<file path="src/rtl/state_ctrl.sv">
// Multi-cycle CPU sequencing FSM: FETCH -> EXEC1 -> [EXEC2] -> FETCH/HALTED,
// decoding memory strobes and write enables and counting retired instructions.
module state_ctrl (
    input  logic        clk,
    input  logic        reset_i,
    input  logic        waitrequest_i,
    input  logic        exec2_req_i,
    input  logic        load_i,
    input  logic        store_i,
    input  logic        md_busy_i,
    input  logic        halt_i,
    output logic [1:0]  state_o,
    output logic        active_o,
    output logic        mem_read_o,
    output logic        mem_write_o,
    output logic        pc_wen_o,
    output logic        reg_wen_o,
    output logic [31:0] instr_count_o
);

    typedef enum logic [1:0] {
        FETCH  = 2'd0,
        EXEC1  = 2'd1,
        EXEC2  = 2'd2,
        HALTED = 2'd3
    } state_t;

    state_t      state;
    state_t      state_next;
    logic        stall;
    logic        retire;
    logic [31:0] instr_count;

    assign stall = (waitrequest_i & (load_i | store_i)) | md_busy_i;

    // A cycle retires an instruction exactly when it enables the PC update.
    assign retire = pc_wen_o;

    always_ff @(posedge clk) begin
        if (reset_i) begin
            state       <= FETCH;
            instr_count <= 32'd0;
        end else begin
            state <= state_next;
            if (retire) begin
                instr_count <= instr_count + 32'd1;
            end
        end
    end

    always_comb begin
        state_next = state;
        case (state)
            FETCH: begin
                if (!waitrequest_i) begin
                    state_next = EXEC1;
                end
            end
            EXEC1: begin
                if (exec2_req_i) begin
                    state_next = EXEC2;
                end else if (halt_i) begin
                    state_next = HALTED;
                end else begin
                    state_next = FETCH;
                end
            end
            EXEC2: begin
                if (!stall) begin
                    state_next = halt_i ? HALTED : FETCH;
                end
            end
            HALTED: state_next = HALTED;
            default: state_next = FETCH;
        endcase
    end

    always_comb begin
        active_o    = 1'b1;
        mem_read_o  = 1'b0;
        mem_write_o = 1'b0;
        pc_wen_o    = 1'b0;
        reg_wen_o   = 1'b0;
        case (state)
            FETCH: mem_read_o = 1'b1;
            EXEC1: begin
                pc_wen_o  = ~exec2_req_i;
                reg_wen_o = ~exec2_req_i;
            end
            EXEC2: begin
                // A load+store pair is illegal; both strobes simply follow their inputs.
                mem_read_o  = load_i;
                mem_write_o = store_i;
                pc_wen_o    = ~stall;
                reg_wen_o   = ~stall;
            end
            HALTED: active_o = 1'b0;
            default: active_o = 1'b1;
        endcase
    end

    assign state_o       = state;
    assign instr_count_o = instr_count;

endmodule

</file>
<file path="config.mk">
export PLATFORM = sky130hd
export DESIGN_NAME = state_ctrl
export DESIGN_NICKNAME = d
export VERILOG_FILES = /design/src/rtl/state_ctrl.sv
export SDC_FILE = /design/constraint.sdc
export NUM_CORES = 1
export LEC_CHECK = 0
export BUFFER_PORTS_ARGS = -buffer_cell sky130_fd_sc_hd__buf_2
export CAP_MARGIN = 25
export CORE_MARGIN = 3
export CORE_UTILIZATION = 34
export CTS_CLUSTER_SIZE = 14
export DETAILED_ROUTE_END_ITERATION = 16
export SYNTH_ARGS = -nofsm -noshare
export SYNTH_HDL_FRONTEND = slang
export SYNTH_SLANG_ARGS = --single-unit
</file>
<file path="constraint.sdc">
create_clock -name clk -period 6.3 [get_ports clk]
set_input_delay 1.26 -clock clk [delete_from_list [all_inputs] [get_ports clk]]
set_output_delay 1.26 -clock clk [all_outputs]
set_load 0.03 [all_outputs]
</file>
== After elaboration in Yosys (flattened, before gate mapping) ==
Index checks and enable logic that the tools add are counted.

* Multipliers: 0
* Shift operators: 0
* Divide/modulo/power cells: 0
* Bitwise operators: 5
* Eq/ne operators: 5
* Reduce and logical (&&, ||, !) cells: 2
* $lt $le $gt $ge: 0
* Add/sub/neg operators: 1
* Mux-type cells: 9

{| class="wikitable"
|+ Operators with widths
! operator !! count
|-
| 32-bit by 1-bit adder with 32-bit output (second input constant) || 1
|-
| 2-bit two-way mux || 4
|-
| 2-bit one-hot mux with 4 select lines || 1
|-
| 2-bit equality test (second input constant) || 2
|-
| 2-bit inequality test (second input constant) || 2
|-
| 1-bit one-hot mux with 2 select lines || 2
|-
| 2-bit by 1-bit equality test with 1-bit output (second input constant) || 1
|-
| 2-bit logical NOT || 1
|-
| 1-bit two-way mux || 2
|-
| 1-bit inverter || 2
|-
| 1-bit OR || 2
|-
| 2-bit AND reduction || 1
|-
| 1-bit bitwise AND || 1
|}

* Register bits: 34
* Latch bits: 0
* Bits in read-only memories: 0
* Memories kept: 0
* RAM bits: 0
* Logic and storage cells: 24

== Logic depth before layout (Yosys ltp) ==
Gate-level depths: netlist (run 1).

* Word-level depth: 5
* Gate-level depth with buffers: 9
* Gate-level depth less buffers: 7

== Worst setup path after synthesis (run 1) ==
OpenSTA, ideal clock, no wires.

* Path kind: input -> output
* Start: input port load_i
* End: output port reg_wen_o
* Required time: 5.040 ns
* Arrival: 2.585 ns
* Slack: 2.455 ns
* Stages: 6
* Path buffers: 3
* Cell sequence: o21a_1 -> o31a_1 -> buf_2 -> buf_2 -> inv_1 -> buf_4

* Word-level cells in the longest chain between the ends: 5

{| class="wikitable"
|+ Ends and longest elaborated chain
! what !! line !! text
|-
| from (decl) || 8 || <nowiki>input logic load_i,</nowiki>
|-
| 1-bit OR || 34 || <nowiki>assign stall = (waitrequest_i & (load_i | store_i)) | md_busy_i;</nowiki>
|-
| 1-bit bitwise AND || 34 ||
|-
| 1-bit OR || 34 ||
|-
| 1-bit inverter || n/a ||
|-
| 1-bit one-hot mux with 2 select lines || n/a ||
|-
| to (decl) || 17 || <nowiki>output logic reg_wen_o,</nowiki>
|}

No other way between the ends.

== Final worst setup path (run 1) ==
* Start: input port load_i
* End: output port reg_wen_o

* Word-level cells in the longest chain between the ends: 5

{| class="wikitable"
|+ Ends and longest elaborated chain
! what !! line !! text
|-
| 1-bit OR || 34 ||
|-
| 1-bit bitwise AND || 34 ||
|-
| 1-bit OR || 34 ||
|-
| 1-bit inverter || 95 || <nowiki>reg_wen_o = ~stall;</nowiki>
|-
| 1-bit one-hot mux with 2 select lines || 84 || <nowiki>case (state)</nowiki>
|}

No other way between the ends.

==> results.ini, run 1 <==
[critical_path]
crit_top_cell=buf_2
r2r_slack_ps=3960
crit_buf_inv=4
crit_path_max_incr_delay_ps=270
cp_cell_sequence=buf_2 > o21a_1 > o31a_1 > buf_4 > inv_1 > buf_2
start_kind=input port
cpLargestDelayFamily=buffers and inverters
regToRegEndpoint=instr_count_o[26]
cp.depth=6
reg2reg_depth=5
crit_path_max_fanout=50
crit_path_end_kind=primary output
cp.arrival_ps=2480
cpMaxStageDelayCell=o31a_1
crit_type=in2out
required_ps=5040
r2r_start=instr_count_o[0]

[synthesis]
async_flop_share_pct=0
synth_most_common_cell=dfxtp_1
ys_top_cells_by_area=dfxtp_1 (36%), mux2_2 (5.9%), a21oi_1 (5.6%)
synth_commonest_cells=dfxtp_1 (34), a21oi_1 (21), nor2_1 (14)
synth_top_area_share_pct=35.96
syn_avg_cell_area_um2=8.376
ys_ff_latch=34
yosysUniqueCellTypes=36
synthesis.nets=239
yosys.area.top_type=dfxtp_1
ys.flop_type=dfxtp_1
postSynthCellCount=226
ys_seq_area_share_pct=35.96
ys.warnings.count=0
synth_edf_count=0
syn-cell-area_mm2=0.001893

[placement]
place_congestion=0.7269
io_buffers=46
dp_hpwl_um=2987
placed_area_mm2=0.002136
dpl_worst_slack_ps=2556
post-place-cells=325

[route]
vias=1786
drc=0
viasPerCell=5.363
wl_um=4390
final_antenna_net_count=0
drt_iter0_markers=94
wl_per_cell_um=13.18
firstDrtPassIters=4

[layout]
antenna_cells=0
post-route-util_pct=42.52
nets=275
instances_no_fill=333
drive_gt1_share_pct=25.86
design_area_mm2=0.002227
area_delta_synth_final_pct=17.65

[clocking]
clk_pin_slew_ps=70
clk_latency_ps=290
cts-htree-levels=2
cts_buffers=5
cts.sinks=34
cts_resized=0
cts_tree=done
postCtsSetupBuffers=0
cts_root_buffer=clkbuf_8
holdBufCountCts=0
cts_max_path_buffers=2

[die]
fp.coreArea_mm2=0.005238
ios=47
fp-row-count=26
die_width_um=80.62
dieHeight_um=80.62
start_util_pct=36.14
dieArea_mm2=0.006499

[global_routing]
gr-total-overflow=0
antenna_found_initial=0
grt_pass1_wl_um=7327
track_usage_pct=14.29
grt_pass1_vias=1576
grt_max_degree=51

[power]
finalPower_mw=0.4426
p_per_area_mw_per_mm2=198.7
ir_drop_v=0.0001536
total_leakage_power_nw=0.8765

[worst_hold_path]
min_to=instr_count_o[11]
hold_path.startpoint=instr_count_o[11]
hp-class=reg2reg
hold_depth=2

[timing]
tightestPinTransition_ps=793.1
max_freq_ghz=0.2673
finalSetupTns_ps=0
whs_ps=497.1
slew_headroom_pct=47.13
rsz0062_at_grt=false
setup-violations-final=0
final.period_utilization_pct=59.38
report.final.slew_viol_count=0
post-route-min-period_ps=3741
hold_viol=0
fin_worst_skew_ps=5.506
layout_setup_ws_ps=2559

[flow_run]
cap_violations=0

[outcome]
outcome=complete, no violations

[flip-flops by register name (all words and copies together), names as in the netlist]
| register | cells |
|---|---|
| instr_count_o | 32 |
| state_o | 2 |
[worst register-to-register path, stage by stage, from the launching register on]
cell      delay, ps
dfxtp_1         410
ha_1            200
nand3_1         290
nand3b_1        540
nor4_1          420
mux2_2          370
[area by class of cell]
class / count / area, um^2
clock buffers: 7 / 86.33
clock inverters: 1 / 5.005
fillers: 545 / 3010
inverters: 5 / 18.77
multi-input cells: 169 / 1111
flip-flops and latches: 34 / 680.7
well taps: 70 / 87.58
repair buffers: 47 / 237.7
[worst max-delay path by stage]
stage	from	end
finish	load_i	reg_wen_o
global route	load_i	pc_wen_o
CTS	load_i	reg_wen_o
detailed placement	load_i	reg_wen_o
global placement	load_i	reg_wen_o
floorplan	load_i	reg_wen_o
[layer usage]
| layer | routed length, um | vias up | GRT usage [%] |
|---|---|---|---|
| li1 | - | 915 | - |
| met1 | 2070 | 811 | 18.53 |
| met2 | 1961 | 55 | 22.19 |
| met3 | 296 | 5 | 4.484 |
| met4 | 61 | 0 | 5.068 |
| met5 | 0 | - | 0 |
[cells by family after synthesis]
family | after synthesis | share of synthesized area, %
simple gates | 103 | 32.39
compound gates | 48 | 15.47
flops | 34 | 35.95
buf+inv | 23 | 5.354
mux | 12 | 7.072
fa+ha+maj | 5 | 3.305
xor+xnor | 1 | 0.4627
[placed cells by master, fill, tap and decap left out, types with 2 or more instances in the layout]
| master | count |
|---|---|
| o31ai_1 | 12 |
| o21ai_0 | 9 |
| mux2_2 | 10 |
| o31a_1 | 2 |
| buf_2 | 46 |
| dfxtp_1 | 34 |
| ha_1 | 5 |
| nand2_1 | 13 |
| and2_1 | 2 |
| or3_1 | 6 |
| nor4_1 | 6 |
| and3_1 | 4 |
| or4_1 | 12 |
| nor2_1 | 14 |
| o21ba_2 | 2 |
| clkbuf_8 | 6 |
| and4_1 | 5 |
| a21oi_1 | 21 |
| nand4_1 | 9 |
| nand3b_1 | 2 |
| nor3_1 | 4 |
| nor2b_1 | 12 |
| inv_1 | 5 |
| nand3_1 | 9 |
[power by group]
group	internal (mW)	switching [mW]	total, mW	leakage (nW)
Clock	0.0882	0.0801	0.168	0.0482
Sequential	0.217	0.00313	0.221	0.274
Combinational	0.0177	0.0362	0.0539	0.554
No activity file was read; power rests on OpenSTA's default activity.
==> run 2, diff against run 1 <==
==> constraint.sdc (replaced) <==
create_clock -name clk -period 3.2 [get_ports clk]
set_input_delay 0.64 -clock clk [delete_from_list [all_inputs] [get_ports clk]]
set_output_delay 0.64 -clock clk [all_outputs]
set_load 0.03 [all_outputs]
==> run 2 against run 1 <==
Setup slack worse by 1800 ps. Register-to-register slack lost 3100 ps. Sequential power is 96% higher. Clock-buffer cell count rose by 1. First-iteration DRC count shrank 16%. Worst hold slack lost 1.5 ps. Clock skew is essentially flat. Routed wire length increased by 3.1%. Critical path type is now reg2out. Critical endpoint unchanged. Largest power group unchanged. Highest routed layer unchanged.
==> results.ini, run 2 (same netlist as run 1, synthesis figures left out) <==
[layout]
drive_gt1_share_pct=26.24  ; was 25.86%
instances_no_fill=333  ; unchanged
nets=275  ; unchanged
largest_reg_flops=32  ; unchanged
layout_commonest_cell=buf_2  ; unchanged
antenna_cells=0  ; unchanged
post-route-util_pct=42.88  ; was 42.52%
area_delta_synth_final_pct=18.64  ; was 17.65%
final_cell_mix=buf_2 (46), dfxtp_1 (34), a21oi_1 (21)  ; unchanged
n_fill_cell=549  ; was 545

[die]
ios=47  ; unchanged
start_util_pct=36.14  ; unchanged
fp.coreArea_mm2=0.005238  ; unchanged
dieArea_mm2=0.006499  ; unchanged
fp-row-count=26  ; unchanged
die_width_um=80.62  ; unchanged
dieHeight_um=80.62  ; unchanged

[route]
drt_iter0_markers=79  ; was 94
wl_per_cell_um=13.59  ; was 13.18 um
viasPerCell=5.393  ; was 5.363
vias=1796  ; was 1786
final_antenna_net_count=0  ; unchanged
firstDrtPassIters=4  ; unchanged
drc=0  ; unchanged
wl_um=4526  ; was 4390 um

[global_routing]
gr-total-overflow=0  ; unchanged
grt_pass1_vias=1636  ; was 1576
grt_max_degree=50  ; was 51
grt_pass1_wl_um=7645  ; was 7327 um
track_usage_pct=14.75  ; was 14.29%
antenna_found_initial=0  ; unchanged

[critical_path]
required_ps=2560  ; was 5040 ps
crit_path_max_incr_delay_ps=410  ; was 270 ps
crit_path_max_fanout=5  ; was 50
cp.arrival_ps=1790  ; was 2480 ps
start_kind=flip-flop  ; was input port
crit_type=reg2out  ; was in2out
r2r_slack_ps=880  ; was 3960 ps
crit_top_cell=inv_1  ; was buf_2
cpLargestDelayFamily=buffers and inverters  ; unchanged
cpMaxStageDelayCell=dfxtp_1  ; was o31a_1
cp_cell_sequence=inv_1 > ha_1 > nand2_1 > o31a_1 > inv_1 > buf_2  ; was buf_2 > o21a_1 > o31a_1 > buf_4 > inv_1 > buf_2
crit_buf_inv=3  ; was 4
crit_path_end_kind=primary output  ; unchanged

[clocking]
cts.sinks=34  ; unchanged
cts_buffers=5  ; unchanged
cts_resized=0  ; unchanged
cts_tree=done  ; unchanged
clk_pin_slew_ps=70  ; about the same
holdBufCountCts=0  ; unchanged
cts_root_buffer=clkbuf_8  ; unchanged
cts-htree-levels=2  ; unchanged
clk_latency_ps=290  ; about the same
postCtsSetupBuffers=0  ; unchanged
cts_max_path_buffers=2  ; unchanged

[placement]
post-place-cells=325  ; unchanged
place_congestion=0.7148  ; was 0.7269
dp_hpwl_um=3085  ; was 2987 um
io_buffers=46  ; unchanged

[timing]
hold_viol=0  ; unchanged
fin_worst_skew_ps=5.923  ; was 5.506 ps
tightestPinTransition_ps=791.7  ; was 793.1 ps
max_freq_ghz=0.4119
report.final.slew_viol_count=0  ; unchanged
finalSetupTns_ps=0  ; unchanged
rsz0062_at_grt=false  ; unchanged
final.period_utilization_pct=75.87
setup-violations-final=0  ; unchanged
slew_headroom_pct=47.22  ; was 47.13%
post-route-min-period_ps=2428

[power]
total_leakage_power_nw=0.8858  ; was 0.8765 nW
finalPower_mw=0.9200  ; was 0.4426 mW
p_per_area_mw_per_mm2=409.7  ; was 198.7 mW/mm^2
ir_drop_v=0.0001901  ; was 0.0001536 V

[flow_run]
cap_violations=0  ; unchanged

[worst_hold_path]
hp-class=reg2reg  ; unchanged

[outcome]
outcome=complete, no violations  ; unchanged

==> run 2: cell count changes in the layout (fill, tap and decap cells not counted) <==
cell	change
clkinv_2	-1
clkbuf_1	-1
clkbuf_8	+2
==> run 2: area by class of cell <==
class / count / area, um^2 / share of cell area (%)
flip-flops and latches: 34 / 680.7 / 30.31
repair buffers: 47 / 237.7 / 10.58
multi-input cells: 169 / 1111 / 49.47
well taps: 70 / 87.58 / 3.900
clock buffers: 8 / 110.1 / 4.903
inverters: 5 / 18.77 / 0.8357
==> run 2: worst register-to-register path, cell delays in order (launching register included) <==
cell and delay [ps]:
dfxtp_1 410, ha_1 190, nand3_1 270, nand3b_1 550
nor4_1 420, mux2_2 370
==> run 2: per-layer routing <==
metal / GRT usage (%) / up-vias / wire, um
met3: 3.924 / 6 / 301
met4: 4.899 / 0 / 61
met2: 22.85 / 46 / 2007
met5: 0 / - / 0
met1: 19.73 / 833 / 2155
li1: - / 911 / -
==> run 2: power breakdown <==
group          internal [mW]  leakage (nW)  switching [mW]
combinational         0.0349         0.554          0.0730
clock                  0.217        0.0575           0.160
sequential             0.428         0.274         0.00634
==> run 2: path summary, 6_finish.rpt <==
kind                                  startpoint  depth (start not counted)           endpoint
worst max-delay path                  state_o[0]                          6          reg_wen_o
worst min-delay path            instr_count_o[7]                          2   instr_count_o[7]
worst max register to register  instr_count_o[0]                          5  instr_count_o[28]
worst min register to register  instr_count_o[7]                          2   instr_count_o[7]
==> run 2: metrics by stage <==
step,hold slack [ps],area (um^2),setup slack [ps]
finish,495.6,2246,772.3
global route,518.8,2246,613.1
CTS,494.9,2246,731.7
detailed placement,483.9,2136,843.6
global placement,483.6,2136,887.9
floorplan,610.3,1893,452.3
==> run 3, diff against run 2 <==
==> constraint.sdc (replaced) <==
create_clock -name clk -period 2.4 [get_ports clk]
set_input_delay 0.48 -clock clk [delete_from_list [all_inputs] [get_ports clk]]
set_output_delay 0.48 -clock clk [all_outputs]
set_load 0.03 [all_outputs]
==> run 3 against run 2 <==
Total power rose by 30%. Register-to-register slack got worse by 730 ps. First-iteration DRC count rose by 5.1%. Setup slack got worse by 680 ps. Worst hold slack barely moved. Combinational power rose by 67%. Largest cell class unchanged. Die area did not move. Clock skew fell by 1.6 ps. Sequential cell count did not move. Sequential share of layout area fell by 1.5 points. Cell area rose by 5.5%. Routed wire length rose by 4.5%.
==> results.ini, run 3 (same netlist as run 1, synthesis figures left out) <==
[die]
start_util_pct=36.14  ; unchanged
dieArea_mm2=0.006499  ; unchanged
die_width_um=80.62  ; unchanged
fp.coreArea_mm2=0.005238  ; unchanged
ios=47  ; unchanged
dieHeight_um=80.62  ; unchanged
fp-row-count=26  ; unchanged

[power]
finalPower_mw=1.200  ; was 0.9200 mW
pwr-share-seq_pct=48.4  ; was 47.2%
p_sw_share_pct=26.79  ; was 26.06%
clock_power_share_pct=36.7  ; was 41.1%
p_int_mw=0.8783  ; was 0.6803 mW
p_switching_mw=0.3214  ; was 0.2398 mW
ir_drop_v=0.0002327  ; was 0.0001901 V
p_comb_share_pct=15.0  ; was 11.7%
p_per_area_mw_per_mm2=506.5  ; was 409.7 mW/mm^2
total_leakage_power_nw=0.9455  ; was 0.8858 nW

[placement]
place_congestion=0.7125  ; was 0.7148
placed_area_mm2=0.002185  ; was 0.002136 mm^2
dp_hpwl_um=3143  ; was 3085 um
io_buffers=46  ; unchanged
dpl_worst_slack_ps=301.3  ; was 843.6 ps
post-place-cells=329  ; was 325

[layout]
nets=285  ; was 275
final_cell_mix=buf_2 (44), dfxtp_1 (32), a21oi_1 (21)  ; was buf_2 (46), dfxtp_1 (34), a21oi_1 (21)
design_area_mm2=0.002369  ; was 0.002246 mm^2
drive_gt1_share_pct=29.67  ; was 26.24%
n_fill_cell=535  ; was 549
antenna_cells=0  ; unchanged
largest_reg_flops=32  ; unchanged
area_delta_synth_final_pct=25.12  ; was 18.64%
instances_no_fill=343  ; was 333
layout_commonest_cell=buf_2  ; unchanged

[route]
wl_per_cell_um=13.79  ; was 13.59 um
wl_um=4731  ; was 4526 um
final_antenna_net_count=0  ; unchanged
drt_iter0_markers=83  ; was 79
drc=0  ; unchanged
vias=1852  ; was 1796
firstDrtPassIters=4  ; unchanged
viasPerCell=5.399  ; was 5.393

[critical_path]
cp.arrival_ps=1820  ; was 1790 ps
crit_type=reg2out  ; unchanged
required_ps=1920  ; was 2560 ps
crit_path_max_fanout=7  ; was 5
crit_path_end_kind=primary output  ; unchanged
start_kind=flip-flop  ; unchanged

[timing]
hold_viol=0  ; unchanged
report.final.slew_viol_count=0  ; unchanged
slew_headroom_pct=63.39  ; was 47.22%
max_freq_ghz=0.4339
fin_worst_skew_ps=4.306  ; was 5.923 ps
layout_setup_ws_ps=95.47  ; was 772.3 ps
setup-violations-final=0  ; unchanged
tightestPinTransition_ps=549.1  ; was 791.7 ps
whs_ps=495.7  ; was 495.6 ps
final.period_utilization_pct=96.02
post-route-min-period_ps=2305

[clocking]
cts_buffers=5  ; unchanged
clk_pin_slew_ps=70  ; about the same
cts_tree=done  ; unchanged
cts_root_buffer=clkbuf_8  ; unchanged
holdBufCountCts=0  ; unchanged
cts_max_path_buffers=2  ; unchanged
cts.sinks=34  ; unchanged
clk_latency_ps=290  ; about the same
cts-htree-levels=2  ; unchanged

[global_routing]
grt_pass1_wl_um=7955  ; was 7645 um
track_usage_pct=15.66  ; was 14.75%
antenna_found_initial=0  ; unchanged
gr-total-overflow=0  ; unchanged
grt_max_degree=33  ; was 50
grt_pass1_vias=1702  ; was 1636

[outcome]
outcome=complete, no violations  ; unchanged

[worst_hold_path]
hp-class=reg2reg  ; unchanged

[flow_run]
cap_violations=0  ; unchanged

==> run 3: cell types whose count changed in the layout (fill, tap and decap cells not counted), sizes merged <==
cell      previous run  this run
inv                  5         4
clkbuf               8        10
clkinv               0         1
buf                 47        53
clkinvlp             0         1
bufbuf               0         1
==> run 3: repair_timing <==
item,4_1_cts,5_1_grt
buffers inserted,0,4
resized for setup,0,2
hold endpoints to repair,0,0
endpoints found under the setup margin,1,2
gates cloned,1,1
==> run 3: path summary, 6_finish.rpt <==
kind / startpoint / slack, ps / endpoint / cells past startpoint
worst min register to register: instr_count_o[17] / 500 / instr_count_o[17] / 2
worst max-delay path: state_o[0] / 100 / pc_wen_o / 7
worst min-delay path: instr_count_o[17] / 500 / instr_count_o[17] / 2
worst max register to register: state_o[0] / 150 / instr_count_o[6] / 8
==> run 3: layer usage <==
layer,vias to the layer above,GRT usage [%],routed length [um]
met5,-,0,0
met2,41,25.00,2116
met3,5,4.260,267
met1,872,19.92,2286
li1,934,-,-
met4,0,6.081,61
==> run 3: through the flow <==
stage,TNS (ps),utilization [%]
after floorplan,0,-
after global placement,0,41.71
after detailed placement,0,41.71
after CTS,0,44.08
after global routing,-21.95,45.22
final,0,45.22
==> run 3: cell type report <==
cell class	count	area [um^2]	share of cell area [%]
Tap cell	70	87.58	3.698
Timing Repair Buffer	57	372.9	15.74
Clock inverter	1	5.005	0.2113
Clock buffer	7	86.33	3.645
Sequential cell	34	683.2	28.84
Multi-Input combinational cell	169	1111	46.91
Inverter	5	22.52	0.9509
==> run 3: critical path, cell delays in order, from the launching register on <==
cell and delay (ps):
dfxtp_2 370, inv_1 70, ha_1 300, nand2_1 60, o31a_1 300, buf_12 160
clkinvlp_4 90, clkbuf_4 190
==> run 3: power by group through the flow <==
stage	clock (mW)	sequential, mW	combinational (mW)
floorplan	0	0.605	0.0997
global placement	0	0.592	0.150
detailed placement	0	0.594	0.151
CTS	0.455	0.580	0.164
global route	0.483	0.581	0.195
finish	0.440	0.580	0.180
